===== src/rtl/cplx_operand_fetch_pkg.sv =====
// Shared types and helpers for the complex operand fetch sequencer:
// FSM state encoding, complex word layout constants and conjugation.
package cplx_fetch_pkg;

  typedef enum logic [1:0] {IDLE, ISSUE, DRAIN, DONE} fetch_state_t;

  localparam int CPLX_W        = 48;
  localparam int HALF_W        = 24;
  localparam int IMAG_SIGN_BIT = 23;

  // Conjugate of a packed {real, imag} FP word: flip only the imaginary sign.
  function automatic logic [CPLX_W-1:0] cplx_conj(input logic [CPLX_W-1:0] w);
    return {w[CPLX_W-1:HALF_W], ~w[IMAG_SIGN_BIT], w[IMAG_SIGN_BIT-1:0]};
  endfunction

endpackage


===== src/rtl/cplx_operand_fetch_valid_delay_line.sv =====
// Fixed-depth shift register carrying {valid, last} flags alongside the
// read/multiply pipeline; clearing it on reset discards in-flight products.
module valid_delay_line
  import cplx_fetch_pkg::*;
#(
  parameter int DEPTH = 6
) (
  input  logic clock,
  input  logic reset_n,
  input  logic in_valid,
  input  logic in_last,
  output logic out_valid,
  output logic out_last
);

  logic [1:0] stage [DEPTH];

  always_ff @(posedge clock or negedge reset_n) begin
    if (!reset_n) begin
      for (int i = 0; i < DEPTH; i++) stage[i] <= 2'b00;
    end else begin
      stage[0] <= {in_valid, in_last};
      for (int i = 1; i < DEPTH; i++) stage[i] <= stage[i-1];
    end
  end

  assign out_valid = stage[DEPTH-1][1];
  assign out_last  = stage[DEPTH-1][0];

endmodule


===== src/rtl/cplx_operand_fetch.sv =====
// Walks row ROW of Y and column COL of V through two read SRAMs and feeds
// the complex multiplier operands. Optional macro: CPLX_FETCH_CONJ_EN.
module cplx_operand_fetch
  import cplx_fetch_pkg::*;
#(
  parameter int DATA_W   = CPLX_W,
  parameter int DIM      = 8,
  parameter int LOG_DIM  = 3,
  parameter int ADDR_W   = 6,
  parameter int RD_LAT   = 1,
  parameter int MULT_LAT = 4
) (
  input  logic              clock,
  input  logic              reset_n,
  input  logic              start,
  input  logic [LOG_DIM-1:0] row_idx,
  input  logic [LOG_DIM-1:0] col_idx,
`ifdef CPLX_FETCH_CONJ_EN
  input  logic              conj,
`endif
  output logic              busy,
  output logic [ADDR_W-1:0] y_addr,
  output logic [ADDR_W-1:0] v_addr,
  output logic              rd_en,
  input  logic [DATA_W-1:0] y_rdata,
  input  logic [DATA_W-1:0] v_rdata,
  output logic [DATA_W-1:0] in1,
  output logic [DATA_W-1:0] in2,
  output logic              prod_valid,
  output logic              prod_last,
  output logic              done
);

  localparam int PIPE_DEPTH = RD_LAT + 1 + MULT_LAT;
  localparam logic [LOG_DIM-1:0] K_LAST = LOG_DIM'(DIM - 1);

  fetch_state_t state, next_state;
  logic [LOG_DIM-1:0] row_q, col_q, k_q;
  logic rd_pipe [RD_LAT];
  logic accept, issue_last, capture;

  assign accept     = (state == IDLE) && start;
  assign issue_last = (state == ISSUE) && (k_q == K_LAST);
  assign capture    = rd_pipe[RD_LAT-1];

  always_ff @(posedge clock or negedge reset_n) begin
    if (!reset_n) state <= IDLE;
    else          state <= next_state;
  end

  always_comb begin
    next_state = state;
    case (state)
      IDLE:    if (start)           next_state = ISSUE;
      ISSUE:   if (k_q == K_LAST)   next_state = DRAIN;
      DRAIN:   if (prod_last)       next_state = DONE;
      DONE:                         next_state = IDLE;
      default:                      next_state = IDLE;
    endcase
  end

  always_comb begin
    busy  = (state != IDLE);
    rd_en = (state == ISSUE);
    done  = (state == DONE);
  end

  // k saturates at DIM-1 so the addresses hold their last value through DRAIN.
  always_ff @(posedge clock or negedge reset_n) begin
    if (!reset_n) begin
      row_q <= '0;
      col_q <= '0;
      k_q   <= '0;
    end else if (accept) begin
      row_q <= row_idx;
      col_q <= col_idx;
      k_q   <= '0;
    end else if (state == ISSUE && k_q != K_LAST) begin
      k_q <= k_q + 1'b1;
    end
  end

  assign y_addr = {row_q, k_q};
  assign v_addr = {k_q, col_q};

  always_ff @(posedge clock or negedge reset_n) begin
    if (!reset_n) begin
      for (int i = 0; i < RD_LAT; i++) rd_pipe[i] <= 1'b0;
    end else begin
      rd_pipe[0] <= rd_en;
      for (int i = 1; i < RD_LAT; i++) rd_pipe[i] <= rd_pipe[i-1];
    end
  end

`ifdef CPLX_FETCH_CONJ_EN
  logic conj_q;

  always_ff @(posedge clock or negedge reset_n) begin
    if (!reset_n)    conj_q <= 1'b0;
    else if (accept) conj_q <= conj;
  end
`endif

  always_ff @(posedge clock or negedge reset_n) begin
    if (!reset_n) begin
      in1 <= '0;
      in2 <= '0;
    end else if (capture) begin
      in1 <= y_rdata;
`ifdef CPLX_FETCH_CONJ_EN
      in2 <= conj_q ? cplx_conj(v_rdata) : v_rdata;
`else
      in2 <= v_rdata;
`endif
    end
  end

  valid_delay_line #(
    .DEPTH(PIPE_DEPTH)
  ) u_valid_delay (
    .clock    (clock),
    .reset_n  (reset_n),
    .in_valid (rd_en),
    .in_last  (issue_last),
    .out_valid(prod_valid),
    .out_last (prod_last)
  );

endmodule


===== config.mk =====
export PLATFORM = sky130hd
export DESIGN_NAME = cplx_operand_fetch
export DESIGN_NICKNAME = d
export VERILOG_FILES = /design/src/rtl/cplx_operand_fetch_pkg.sv /design/src/rtl/cplx_operand_fetch_valid_delay_line.sv /design/src/rtl/cplx_operand_fetch.sv
export SDC_FILE = /design/constraint.sdc
export NUM_CORES = 1
export LEC_CHECK = 0
export ABC_AREA = 1
export ABC_CLOCK_PERIOD_IN_PS = 1900
export BUFFER_PORTS_ARGS = -buffer_cell sky130_fd_sc_hd__clkbuf_2
export CAP_MARGIN = 30
export CORE_MARGIN = 2
export CORE_UTILIZATION = 46
export CTS_CLUSTER_SIZE = 14
export DETAILED_ROUTE_END_ITERATION = 10
export PLACE_DENSITY = 0.79
export RECOVER_POWER = 25
export REMOVE_ABC_BUFFERS = 1
export SYNTH_ARGS = -nofsm -noshare
export SYNTH_HDL_FRONTEND = slang
export SYNTH_SLANG_ARGS = --single-unit

===== constraint.sdc =====
create_clock -name clock -period 1.9 [get_ports clock]
set_clock_uncertainty 0.15 [all_clocks]
set_input_delay 0.38 -clock clock [delete_from_list [all_inputs] [get_ports clock]]
set_output_delay 0.38 -clock clock [all_outputs]
set_load 0.005 [all_outputs]

==> flow_summary.toml <==
[synth]
ys_seq_area_share_pct = 63.7
synth_top_cells_by_area = "dfrtp_1 (64%), mux2_2 (13%), mux2_4 (13%)"
synth_area_mm2 = 0.00468
synth_edf_count = 0
synth_cell_types = 14
syn_avg_cell_area_um2 = 16.1
synth_top_cell_by_area = "dfrtp_1"
yosysMostFrequentCell = "dfrtp_1"
synth_top_area_share_pct = 63.7
yosys_warnings = 0
synth_common_cells = "dfrtp_1 (119), mux2_2 (56), mux2_4 (40)"
ys_seq_elements = 119
synth-async-reset-ratio_pct = 100
synthCells = 290
ys.flop_type = "dfrtp_1"

[critical_path]
critPathTopFamily = "flip-flops"
crit_chain = "inv_2 -> ha_4 -> inv_2 -> buf_6"
worstPathRequired_ps = 1370
worstSetupStartpointType = "flip-flop"
cp-end-kind = "output port"
slowest_stage = "dfrtp_1"
cp_max_fo = 4
crit_buf_inv = 3
r2r_cells = 7
worstSetupPathType = "reg -> out"
cp_common_cell = "inv_2"
arrival_ps = 1320
slowest_delay_ps = 410
cp.depth = 4

[cts]
cts-root-buf = "clkbuf_8"
cts_htree_levels = 4
clk_pin_slew_ps = 60
clock_sinks = 119
cts_tree = "done"
numCtsBuffers = 17
cts.path.max_buffers = 2
clock_latency_ps = 520

[placement]
placed_cell_area_mm2 = 0.00585
io_buffer_count = 217
post-dp-hpwl_um = 7230
gp_congestion = 0.753

[timing]
setup-tns-final_ps = 0
relSlewSlack_pct = 30.3
finalSetupViolations = 0
hold_ws_ps = 50.0
rsz0062_at_grt = "true"
max_slew.worst_pin.slew_ps = 1050
finalHoldViolCount = 0
timing.fmax_mhz = 541
drv_slew = 0
period_share_pct = 97.3
min_period_ps = 1850

[die]
die_area_mm2 = 0.0110
die_y_um = 105
fp.coreArea_mm2 = 0.00982
dieWidth_um = 105
start_util_pct = 47.6
pin_count = 218
fp-row-count = 36

[global_route]
overflow = 0
grt_pass1_vias = 4066
antenna_found_initial = 0
grt_use_total_pct = 25.8
grt_pass1_wl_um = 21500
grt_max_degree = 63

[worst_hold_path]
hold-path-cell-count = 3
hold_class = "in -> reg"

[final_layout]
drive_above_1_share_pct = 56.1
fillers = 596
stdcell_area_mm2 = 0.00749
num_antenna_cells = 0
final_util_pct = 76.3
final_nets = 735
area_growth_pct = 60.2

[power_and_ir_drop]
power_density_mw_per_mm2 = 1640
vdd_drop_max_mv = 0.884
p_leak_uw = 0.00380
power_uw = 12300

[routing]
route.detailed.wl_per_inst_um = 17.3
wl_um = 13300
firstDrtPassIters = 4
vias = 3656
antenna_left = 0
drc = 0
vias_per_cell = 4.75
first_iter_violations = 106

[run]
cap_viol_max_count = 0

[run_status]
status = "complete, no violations"
==> worst paths after layout <==
path                                   startpoint                endpoint  slack [ps]
max                                      state[1]                    busy          50
min reg2reg                u_valid_delay.stage[9]  u_valid_delay.stage[7]         200
min                                         start                row_q[1]          50
max reg2reg                              state[1]                row_q[2]          70
min in group asynchronous                 reset_n                row_q[1]         420
max in group asynchronous                 reset_n                  in1[1]         320
==> registers in the layout, indices dropped and copies added, names as in the netlist <==
name / count
in2: 48
u_valid_delay.stage: 9
row_q: 3
in1: 48
k_q: 3
u_valid_delay.out_valid: 1
state: 2
u_valid_delay.out_last: 1
capture: 1
col_q: 3
==> stage by stage <==
step	std cells	setup slack [ps]
2_1_floorplan	273	-1570
3_3_place_gp	628	343
3_5_place_dp	628	225
4_1_cts	767	1.78
5_1_grt	769	-17.1
6_report	769	51.8
==> logic make-up (layout without fill, tap and decap cells) <==
group | count (synthesis) | after routing | synth area share, %
adder cells (fa/ha/maj) | 7 | 7 | 1.87
buffers and inverters | 27 | 373 | 4.42
flip-flops | 119 | 119 | 63.7
multiplexers | 96 | 96 | 26.3
AND/OR/NAND/NOR | 41 | 41 | 3.69
==> per-layer routing <==
| metal | GRT usage, % | up-vias | part of all wire [%] |
|---|---|---|---|
| li1 | - | 1652 | - |
| met1 | 28.5 | 1808 | 38 |
| met2 | 45.5 | 176 | 53 |
| met3 | 9.05 | 20 | 6.7 |
| met4 | 9.71 | 0 | 2.0 |
| met5 | 0 | - | 0 |
==> cells in the final DEF (no fill, tap or decap), drive strengths merged <==
cell type	n
mux2	96
inv	10
dlygate4sd3	105
dfrtp	119
clkinv	6
buf	11
ha	7
clkinvlp	3
nand3	11
clkbuf	238
nand2	26
nor2	2
nand4	2
==> final cells by class <==
class | instances | area (um^2) | share of cell area (%)
Inverter | 10 | 40.0 | 0.535
Clock inverter | 9 | 52.6 | 0.702
Sequential cell | 119 | 2980 | 39.8
Clock buffer | 23 | 467 | 6.23
Multi-Input combinational cell | 144 | 1520 | 20.3
Timing Repair Buffer | 331 | 2260 | 30.2
Tap cell | 133 | 166 | 2.22
==> what timing repair did <==
| item | in CTS | in global routing |
|---|---|---|
| hold buffers | 106 | 0 |
| setup buffers | 1 | 3 |
| hold endpoints to repair | 221 | 0 |
| setup endpoints to repair | 2 | 2 |
| gates resized for setup | 7 | 6 |
| pin swaps | 1 | 1 |
==> power by group <==
| group | leakage (uW) | switching (uW) | internal (uW) |
|---|---|---|---|
| sequential | 0.00142 | 830 | 3810 |
| clock | 0.000253 | 1100 | 1690 |
| combinational | 0.00212 | 1950 | 2900 |
==> tightest hold or removal path: cells and delay by family <==
family                 cells  cell delay [ps]
and+or+nand+nor            2              150
buffers and inverters      1              150
Power figures use the tool's default switching activity.
